**src/rtl/skid_rx_buffer_pkg.sv**
```systemverilog
// Shared state encoding for the skid_rx_buffer receive skid buffer.
// Occupancy is EMPTY, ONE or FULL. Main holds the head word and Skid holds the second word.
package skid_rx_pkg;
    typedef enum logic [1:0] {
        EMPTY = 2'd0,
        ONE   = 2'd1,
        FULL  = 2'd2
    } skidstate_t;
endpackage

```
**src/rtl/skid_rx_buffer_dff_en.sv**
```systemverilog
// Purpose: WIDTH-bit enable flop with synchronous active-high reset, used for the Main and Skid entries.
// Latency: d appears on q one clock after an edge where en=1.
// Backpressure: none; en=0 holds the current value.
module skid_rx_buffer_dff_en #(
    parameter int WIDTH = 8
) (
    input  logic             clk,
    input  logic             reset,
    input  logic             en,
    input  logic [WIDTH-1:0] d,
    output logic [WIDTH-1:0] q
);
    logic [WIDTH-1:0] data_d;
    logic [WIDTH-1:0] data_q;

    always_comb begin
        data_d = data_q;
        if (en) data_d = d;
    end

    always_ff @(posedge clk) begin
        if (reset) data_q <= '0;
        else       data_q <= data_d;
    end

    assign q = data_q;
endmodule

```
**src/rtl/skid_rx_buffer.sv**
```systemverilog
// Purpose: two-entry receive skid buffer. Defining SKID_RX_BUFFER_FLUSH_EN adds a Flush input.
// Latency: 1 cycle from acceptance to OutData when the buffer is empty or streaming.
// Backpressure: InReady comes from state flops only and drops when both entries are occupied.
module skid_rx_buffer
    import skid_rx_pkg::*;
#(
    parameter int WIDTH = 8
) (
    input  logic             clk,
    input  logic             reset,
`ifdef SKID_RX_BUFFER_FLUSH_EN
    input  logic             Flush,
`endif
    input  logic             InValid,
    output logic             InReady,
    input  logic [WIDTH-1:0] InData,
    output logic             OutValid,
    input  logic             OutReady,
    output logic [WIDTH-1:0] OutData
);
    skidstate_t       state_d, state_q;
    logic             in_fire, out_fire;
    logic             main_en, skid_en, main_from_skid;
    logic [WIDTH-1:0] main_in, skid_q;

    assign OutValid = (state_q != EMPTY);
    assign InReady  = (state_q != FULL);
    assign in_fire  = InValid && InReady;
    assign out_fire = OutValid && OutReady;

    always_comb begin
        state_d        = state_q;
        main_en        = 1'b0;
        skid_en        = 1'b0;
        main_from_skid = 1'b0;
        case (state_q)
            EMPTY: begin
                if (in_fire) begin
                    main_en = 1'b1;
                    state_d = ONE;
                end
            end
            ONE: begin
                if (in_fire && out_fire) begin
                    main_en = 1'b1;
                end else if (in_fire) begin
                    skid_en = 1'b1;
                    state_d = FULL;
                end else if (out_fire) begin
                    state_d = EMPTY;
                end
            end
            FULL: begin
                if (out_fire) begin
                    main_en        = 1'b1;
                    main_from_skid = 1'b1;
                    state_d        = ONE;
                end
            end
            default: state_d = EMPTY;
        endcase
`ifdef SKID_RX_BUFFER_FLUSH_EN
        // Flush drops both entries but leaves the data registers untouched.
        if (Flush) begin
            state_d = EMPTY;
            main_en = 1'b0;
            skid_en = 1'b0;
        end
`endif
    end

    always_ff @(posedge clk) begin
        if (reset) state_q <= EMPTY;
        else       state_q <= state_d;
    end

    assign main_in = main_from_skid ? skid_q : InData;

    skid_rx_buffer_dff_en #(.WIDTH(WIDTH)) u_main (
        .clk   (clk),
        .reset (reset),
        .en    (main_en),
        .d     (main_in),
        .q     (OutData)
    );

    skid_rx_buffer_dff_en #(.WIDTH(WIDTH)) u_skid (
        .clk   (clk),
        .reset (reset),
        .en    (skid_en),
        .d     (InData),
        .q     (skid_q)
    );
endmodule

```
**config.mk**
```make
export PLATFORM = sky130hd
export DESIGN_NAME = skid_rx_buffer
export DESIGN_NICKNAME = d
export VERILOG_FILES = /design/src/rtl/skid_rx_buffer_pkg.sv /design/src/rtl/skid_rx_buffer_dff_en.sv /design/src/rtl/skid_rx_buffer.sv
export SDC_FILE = /design/constraint.sdc
export NUM_CORES = 1
export LEC_CHECK = 0
export BUFFER_PORTS_ARGS = -buffer_cell sky130_fd_sc_hd__buf_2
export CORE_UTILIZATION = 57
export CTS_BUF_LIST = sky130_fd_sc_hd__clkbuf_4 sky130_fd_sc_hd__clkbuf_8
export DETAILED_ROUTE_END_ITERATION = 12
export GPL_TIMING_DRIVEN = 1
export PLACE_DENSITY_LB_ADDON = 0.05
export RECOVER_POWER = 25
export SYNTH_ARGS = -nofsm -noshare
export SYNTH_HDL_FRONTEND = slang
export SYNTH_SLANG_ARGS = --single-unit
```
**constraint.sdc**
```tcl
create_clock -name clk -period 2.2 [get_ports clk]
set_clock_uncertainty 0.15 [all_clocks]
set_input_delay 0.22 -clock clk [delete_from_list [all_inputs] [get_ports clk]]
set_output_delay 0.22 -clock clk [all_outputs]
set_load 0.01 [all_outputs]
```
==> results of run 1 <==
area by class of cell:
| class | instances | area share [%] |
|---|---|---|
| Multi-Input combinational cell | 72 | 45.41 |
| Sequential cell | 18 | 38.92 |
| Timing Repair Buffer | 22 | 11.22 |
| Clock buffer | 3 | 2.432 |
| Tap cell | 15 | 2.027 |
worst max-delay path, delay by kind of cell, from the launching register on:
kind / cells / cell delay [ns]
AND/OR/NAND/NOR: 2 / 0.67
AO/OA/AOI/OAI: 1 / 0.29
flip-flops: 1 / 0.39
power by group through the flow:
stage	clock, W	sequential [W]	combinational, W
detailed placement	0	0.000360	0.0000926
floorplan	0	0.000364	0.0000587
finish	0.000154	0.000353	0.0000904
CTS	0.000164	0.000353	0.0000927
global placement	0	0.000359	0.0000909
global route	0.000170	0.000355	0.000100
worst min-delay path by stage:
stage	from	end	depth (start not counted)
finish	InData[4]	u_skid.q[4]	3
global route	InData[6]	u_skid.q[6]	3
CTS	InData[7]	u_skid.q[7]	3
detailed placement	u_skid.q[5]	u_skid.q[5]	2
global placement	u_skid.q[0]	u_skid.q[0]	2
floorplan	InData[0]	u_skid.q[0]	2
state kept, by name, indices dropped and copies added (netlist names):
name      cells
u_skid.q      8
u_main.q      8
state_q       2
cell usage in the layout, fill, tap and decap left out, types with 2 or more instances in the layout:
| cell | count |
|---|---|
| clkbuf_1 | 7 |
| dfxtp_1 | 18 |
| nand2_1 | 11 |
| o21ai_0 | 15 |
| nor2_1 | 8 |
| a311oi_2 | 2 |
| nand3_1 | 8 |
| a311oi_1 | 6 |
| a21oi_1 | 10 |
| buf_2 | 14 |
| clkbuf_4 | 3 |
kinds of logic after synthesis:
family | after synthesis | synth area share, %
AOI/OAI and AO/OA | 36 | 27.63
buffers and inverters | 8 | 6.305
DFF | 18 | 43.24
and+or+nand+nor | 36 | 22.82
stage by stage:
step	total power [W]	hold WS, ns	setup slack [ns]	instances
6_report	0.0005974	0.02954	0.5977	130
5_1_grt	0.0006257	0.03065	0.5195	130
4_1_cts	0.0006094	0.01808	0.5845	130
3_5_place_dp	0.0004527	0.3216	0.6090	127
3_3_place_gp	0.0004499	0.3138	0.7003	127
2_1_floorplan	0.0004223	0.2060	0.9594	98
layer usage:
layer  share of wire [%]  vias to the layer above  wire length [um]  GRT usage (%)
met5                   0                        -                 0              0
met4                0.76                        0                13          7.500
met3                 4.3                        2                74          5.000
met2                  48                       23               825          41.94
met1                  47                      362               794          30.95
li1                    -                      390                 -              -
==> impl_metrics.env, run 1 <==
export IMPL_timing_final_max_slew_violations=0
export IMPL_power_density_nw_per_um2=645.3
export IMPL_synth_commonest_cells="dfxtp_1, o21ai_0, nand2_1, a21oi_1"
export IMPL_rrSetupSlack_ns=0.60
export IMPL_intPower_w=0.0004435
export IMPL_grt_antenna_before_repair=0
export IMPL_dr_pass1_iters=4
export IMPL_crit_fanout=9
export IMPL_crit_required_ns=2.24
export IMPL_syn_inst=98
export IMPL_critical_path_startpoint="state_q[1]"
export IMPL_final_net_count=129
export IMPL_synth_seq_cells=18
export IMPL_hpwlAfterDp_um=1183
export IMPL_timing_rr_end="u_main.q[6]"
export IMPL_route_detailed_drc=0
export IMPL_synth_edf_count=0
export IMPL_cts_buffers_inserted=3
export IMPL_synthTopCellsByArea="dfxtp_1, o21ai_0, a311oi_1"
export IMPL_setup_viol=0
export IMPL_synth_net_count=110
export IMPL_synth_most_common_cell="dfxtp_1"
export IMPL_ir_drop_v=0.0005107
export IMPL_cp_start_kind="flop"
export IMPL_crit_arrival_ns=1.64
export IMPL_yosysTopAreaCell="dfxtp_1"
export IMPL_pin_count=22
export IMPL_post_route_min_period_ns=1.602
export IMPL_syn_area_um2=833.3
export IMPL_drv_cap=0
export IMPL_viasPerCell=5.977
export IMPL_drtIter0Drc=20
export IMPL_pwr_share_clk_pct=25.8
export IMPL_tightestPinTransition_ns=0.6180
export IMPL_synth_area_per_cell_um2=8.503
export IMPL_grt_ovfl_total=0
export IMPL_insertion_delay_ns=0.28
export IMPL_final_core_util_pct=69.42
export IMPL_path_cells="nor2b_1, nand3_1, a311oi_1"
export IMPL_fmax_mhz=624.1
export IMPL_yosysUniqueCellTypes=25
export IMPL_ys_seq_area_share_pct=43.24
export IMPL_area_growth_syn_to_layout_pct=11.11
export IMPL_fin_crit_sh_pct=72.83
export IMPL_die_y_um=40.24
export IMPL_cts_path_max_buffers=2
export IMPL_cts_tree="done"
export IMPL_switching_share_pct=25.77
export IMPL_placed_cell_area_um2=912.1
export IMPL_fillers=131
export IMPL_status="finished clean"
export IMPL_rsz0062_at_grt="false"
export IMPL_cts_hold_buf=0
export IMPL_hp_class="in -> reg"
export IMPL_seq_area_um2=360.3
export IMPL_hold_viol=0
export IMPL_setup_worst_path_end="u_main.q[6]"
export IMPL_p_leak_nw=0.3590
export IMPL_end_kind="flop"
export IMPL_core_um2=1334
export IMPL_gp_congestion=0.7324
export IMPL_num_rows=13
export IMPL_async_reset_ff_share_pct=0
export IMPL_cts_root_buf="clkbuf_4"
export IMPL_track_usage_pct=24.60
export IMPL_worstRegToRegCells=3
export IMPL_fp_dieW_um=40.24
export IMPL_diodes=0
export IMPL_design_area_um2=925.9
export IMPL_power_switching_w=0.0001539
export IMPL_die_area_um2=1619
export IMPL_ys_flop_type="dfxtp_1"
export IMPL_reg2reg_from="state_q[1]"
export IMPL_cts_sinks=18
export IMPL_ant_nets=0
export IMPL_htree_levels=1
export IMPL_port_buffers=21
export IMPL_grt_pass1_wl_um=2642
export IMPL_critical_path_max_stage_delay_ns=0.52
export IMPL_relSlewSlack_pct=58.71
export IMPL_power_frac_seq_pct=59.1
export IMPL_grt_max_degree=19
export IMPL_multi_input_area_um2=420.4
export IMPL_wl_um=1707
export IMPL_grt_pass1_vias=605
export IMPL_crit_type="reg -> reg"
export IMPL_post_drt_wl_per_cell_um=13.13
export IMPL_yosys_warnings=0
export IMPL_start_util_pct=62.48
export IMPL_yosysTopAreaCellShare_pct=43.24
export IMPL_tns_ns=0
export IMPL_cts_resized=0
export IMPL_cpMaxStageDelayCell="nor2b_1"
export IMPL_power_frac_comb_pct=15.1
export IMPL_postCtsSetupBuffers=0
export IMPL_layout_drive_gt1_share_pct=20.87
export IMPL_path_clk_slew_ns=0.09
export IMPL_route_vias_total=777
Power figures use the tool's default switching activity.
==> run 2, diff against run 1 <==
--- a/config.mk
+++ b/config.mk
@@ -6,7 +6,7 @@
 export NUM_CORES = 1
 export LEC_CHECK = 0
 export BUFFER_PORTS_ARGS = -buffer_cell sky130_fd_sc_hd__buf_2
-export CORE_UTILIZATION = 57
+export CORE_UTILIZATION = 48
 export CTS_BUF_LIST = sky130_fd_sc_hd__clkbuf_4 sky130_fd_sc_hd__clkbuf_8
 export DETAILED_ROUTE_END_ITERATION = 12
 export GPL_TIMING_DRIVEN = 1
==> constraint.sdc (replaced) <==
create_clock -name clk -period 1.4 [get_ports clk]
set_clock_uncertainty 0.15 [all_clocks]
set_input_delay 0.14 -clock clk [delete_from_list [all_inputs] [get_ports clk]]
set_output_delay 0.14 -clock clk [all_outputs]
set_load 0.01 [all_outputs]
==> impl_metrics.env, run 2 (synthesized netlist as in run 1, its figures left out) <==
export IMPL_fmax_mhz=694.7
export IMPL_stdcell_count=148
export IMPL_insertion_delay_ns=0.30
export IMPL_min_from="reset"
export IMPL_status="complete, but fails checks"
export IMPL_htree_levels=1
export IMPL_min_path_cells=2
export IMPL_drv_cap=0
export IMPL_wl_um=2128
export IMPL_num_rows=14
export IMPL_end_kind="output pin"
export IMPL_critical_path_max_stage_delay_ns=0.38
export IMPL_place_inst=133
export IMPL_ir_drop_v=0.0005804
export IMPL_tns_ns=-0.03950
export IMPL_seq_area_um2=365.4
export IMPL_cts_tree="done"
export IMPL_area_growth_syn_to_layout_pct=34.54
export IMPL_gp_congestion=0.7531
export IMPL_final_net_count=145
export IMPL_track_usage_pct=25.46
export IMPL_port_buffers=21
export IMPL_grt_max_degree=19
export IMPL_die_y_um=43.67
export IMPL_drtIter0Drc=15
export IMPL_grt_pass1_wl_um=3450
export IMPL_crit_arrival_ns=1.15
export IMPL_fp_dieW_um=43.67
export IMPL_grt_antenna_before_repair=0
export IMPL_whs_endpoint="u_skid.q[2]"
export IMPL_cp_start_kind="flop"
export IMPL_multi_input_area_um2=445.4
export IMPL_relSlewSlack_pct=75.70
export IMPL_viasPerCell=5.804
export IMPL_hold_viol=0
export IMPL_tightestPinTransition_ns=0.3644
export IMPL_dr_pass1_iters=9
export IMPL_cts_path_max_buffers=2
export IMPL_layout_drive_gt1_share_pct=28.79
export IMPL_path_cells="buf_6, or2_4, buf_6"
export IMPL_diodes=0
export IMPL_hold_ws_ns=0.08639
export IMPL_rrSetupSlack_ns=0.08
export IMPL_setup_slack_ns=-0.03950
export IMPL_path_buf_inv=2
export IMPL_route_vias_total=859
export IMPL_crit_top_cell="buf_6"
export IMPL_start_util_pct=53.45
export IMPL_power_density_nw_per_um2=958.8
export IMPL_post_drt_wl_per_cell_um=14.38
export IMPL_post_route_min_period_ns=1.440
export IMPL_cts_sinks=18
export IMPL_rsz0062_at_grt="true"
export IMPL_power_w=0.001075
export IMPL_grt_pass1_vias=786
export IMPL_timing_rr_end="u_skid.q[3]"
export IMPL_crit_fanout=4
export IMPL_worstRegToRegCells=4
export IMPL_timing_final_max_slew_violations=0
export IMPL_fillers=138
export IMPL_core_um2=1559
export IMPL_fin_crit_sh_pct=102.8
export IMPL_die_area_um2=1907
export IMPL_reg2reg_from="state_q[1]"
export IMPL_pin_count=22
export IMPL_ant_nets=0
export IMPL_violations="design-rule violations, negative setup slack"
export IMPL_route_detailed_drc=2
export IMPL_setup_viol=1
export IMPL_hp_class="in -> reg"
export IMPL_crit_required_ns=1.11
export IMPL_cts_root_buf="clkbuf_4"
export IMPL_final_cell_mix="dfxtp_1, o21ai_0, buf_2, nand2_1, a21oi_1"
export IMPL_hpwlAfterDp_um=1259
export IMPL_final_common_cell="dfxtp_1"
export IMPL_cpMaxStageDelayCell="dfxtp_4"
export IMPL_crit_type="reg -> out"
export IMPL_grt_ovfl_total=0
export IMPL_p_leak_nw=0.4470
export IMPL_path_clk_slew_ns=0.11
export IMPL_path_delay_family="flip-flops"
export IMPL_cts_buffers_inserted=3
run 2: repair_timing:
item	in CTS	in global routing
resized for setup	7	4
cloned	0	1
pin swaps	0	1
hold buffers	9	0
endpoints found under the setup margin	11	19
hold endpoints to repair	17	0
buffers inserted	1	0
run 2: report_power, final:
part / switching [W] / internal [W]
registers: 0.0000178 / 0.000537
clock network: 0.000172 / 0.000159
logic: 0.0000950 / 0.0000940
total: 0.000285 / 0.000790
run 2: layout make-up:
class / count / area share, %
clock buffers: 4 / 3.237
well taps: 16 / 1.786
repair buffers: 37 / 22.66
flip-flops and latches: 18 / 32.59
multi-input cells: 73 / 39.73
run 2: worst max-delay path by stage:
stage               startpoint     endpoint  slack [ns]  cells after the start
CTS                 state_q[1]     OutValid       -0.02                      3
finish              state_q[1]     OutValid       -0.04                      3
global placement    state_q[0]  u_skid.q[7]        0.03                      4
detailed placement  state_q[0]  u_main.q[4]       -0.01                      3
global route        state_q[1]     OutValid       -0.07                      3
floorplan           state_q[0]  u_main.q[3]        0.16                      4
run 2: routing by layer:
metal  GRT usage (%)  routed length, um
met5               0                  0
met4           16.25                 48
met3           5.000                 82
met2           42.39               1063
met1           29.66                934
run 2: stage by stage:
stage	utilization (%)	area, um^2	worst slack (ns)
floorplan	-	833.3	0.1621
finish	71.91	1121	-0.03950
global route	71.91	1121	-0.06965
CTS	71.11	1109	-0.02324
detailed placement	61.00	950.9	-0.01396
global placement	61.00	950.9	0.02999
==> run 3, diff against run 2 <==
--- a/config.mk
+++ b/config.mk
@@ -7,7 +7,7 @@
 export LEC_CHECK = 0
 export BUFFER_PORTS_ARGS = -buffer_cell sky130_fd_sc_hd__buf_2
 export CORE_UTILIZATION = 48
-export CTS_BUF_LIST = sky130_fd_sc_hd__clkbuf_4 sky130_fd_sc_hd__clkbuf_8
+export CTS_BUF_LIST = sky130_fd_sc_hd__clkbuf_8
 export DETAILED_ROUTE_END_ITERATION = 12
 export GPL_TIMING_DRIVEN = 1
 export PLACE_DENSITY_LB_ADDON = 0.05
==> impl_metrics.env, run 3 (synthesized netlist as in run 1, its figures left out) <==
export IMPL_status="complete, but fails checks"
export IMPL_violations="design-rule violations"
export IMPL_end_kind="output pin"
export IMPL_path_clk_slew_ns=0.07
export IMPL_final_common_cell="dfxtp_1"
export IMPL_insertion_delay_ns=0.25
export IMPL_cts_buffers_inserted=3
export IMPL_route_vias_total=849
export IMPL_crit_fanout=5
export IMPL_gp_congestion=0.7531
export IMPL_die_area_um2=1907
export IMPL_grt_ovfl_total=0
export IMPL_grt_pass1_wl_um=3325
export IMPL_grt_pass1_vias=758
export IMPL_cts_root_buf="clkbuf_8"
export IMPL_route_detailed_drc=2
export IMPL_min_path_cells=2
export IMPL_power_density_nw_per_um2=1033
export IMPL_diodes=0
export IMPL_hold_viol=0
export IMPL_grt_max_degree=19
export IMPL_post_drt_wl_per_cell_um=14.20
export IMPL_ir_drop_v=0.0006215
export IMPL_timing_final_max_slew_violations=0
export IMPL_fp_dieW_um=43.67
export IMPL_relSlewSlack_pct=75.23
export IMPL_final_cell_mix="dfxtp_1, o21ai_0, buf_2, nand2_1, a21oi_1"
export IMPL_fmax_mhz=724.8
export IMPL_min_from="reset"
export IMPL_cp_start_kind="flop"
export IMPL_grt_antenna_before_repair=0
export IMPL_p_leak_nw=0.4533
export IMPL_die_y_um=43.67
export IMPL_crit_arrival_ns=1.09
export IMPL_fin_crit_sh_pct=98.55
export IMPL_ant_nets=0
export IMPL_place_inst=133
export IMPL_reg2reg_from="state_q[0]"
export IMPL_layout_drive_gt1_share_pct=29.01
export IMPL_start_util_pct=53.45
export IMPL_port_buffers=21
export IMPL_cts_tree="done"
export IMPL_setup_viol=0
export IMPL_drtIter0Drc=32
export IMPL_seq_area_um2=365.4
export IMPL_crit_required_ns=1.11
export IMPL_post_route_min_period_ns=1.380
export IMPL_viasPerCell=5.776
export IMPL_rrSetupSlack_ns=0.08
export IMPL_final_net_count=144
export IMPL_cts_path_max_buffers=2
export IMPL_num_rows=14
export IMPL_pin_count=22
export IMPL_hp_class="in -> reg"
export IMPL_timing_rr_end="u_main.q[5]"
export IMPL_tightestPinTransition_ns=0.3716
export IMPL_area_growth_syn_to_layout_pct=36.19
export IMPL_drv_cap=0
export IMPL_wl_um=2087
export IMPL_core_um2=1559
export IMPL_fillers=132
export IMPL_htree_levels=1
export IMPL_cts_sinks=18
export IMPL_track_usage_pct=24.24
export IMPL_hpwlAfterDp_um=1259
export IMPL_worstRegToRegCells=4
export IMPL_tns_ns=0
export IMPL_dr_pass1_iters=8
export IMPL_multi_input_area_um2=444.2
export IMPL_crit_type="reg -> out"
export IMPL_whs_endpoint="u_skid.q[2]"
export IMPL_stdcell_count=147
[run 3: worst max-delay path by stage]
| stage | start | end | slack, ns | cells past startpoint |
|---|---|---|---|---|
| 2_1_floorplan | state_q[0] | u_main.q[3] | 0.16 | 4 |
| 3_3_place_gp | state_q[0] | u_skid.q[7] | 0.03 | 4 |
| 3_5_place_dp | state_q[0] | u_main.q[4] | -0.01 | 3 |
| 4_1_cts | state_q[1] | OutValid | -0.03 | 3 |
| 5_1_grt | state_q[0] | u_main.q[0] | -0.004 | 4 |
| 6_report | state_q[1] | OutValid | 0.02 | 3 |
[run 3: area by class of cell]
type,instances,share of cell area [%]
Tap cell,16,1.764
Clock buffer,4,4.851
Timing Repair Buffer,37,22.05
Multi-Input combinational cell,72,39.14
Sequential cell,18,32.19
[run 3: power by group]
part,switching [W],internal (W),leakage (nW)
registers,0.0000181,0.000537,0.148
clock network,0.000179,0.000250,0.0288
logic,0.0000933,0.0000944,0.276
[run 3: what timing repair did]
| action | 4_1_cts | 5_1_grt |
|---|---|---|
| hold buffers | 9 | 0 |
| buffers inserted | 0 | 1 |
| hold endpoints to repair | 9 | 0 |
| resized for setup | 2 | 8 |
| setup endpoints to repair | 9 | 18 |
[run 3: layer usage]
metal / up-vias / track usage (%) / part of all wire [%]
met5: - / 0 / 0
met4: 0 / 14.37 / 2.4
met3: 7 / 5.000 / 4.8
met2: 27 / 38.51 / 50
met1: 396 / 30.18 / 43
li1: 419 / - / -
[run 3: critical path, stage by stage, from the launching register on]
cell and delay (ns):
dfxtp_4 0.37, buf_6 0.12, or2_4 0.23, buf_6 0.12
[run 3: metrics by stage]
stage	power (W)	worst slack, ns	hold slack (ns)	utilization, %	instance area [um^2]
final	0.001172	0.02029	0.1414	72.79	1135
after detailed placement	0.0007223	-0.01396	0.2496	61.00	950.9
after global placement	0.0007179	0.02999	0.2432	61.00	950.9
after global routing	0.001230	-0.004194	0.1401	72.79	1135
after floorplan	0.0006636	0.1621	0.1260	-	833.3
after CTS	0.001167	-0.03165	0.1297	70.47	1099
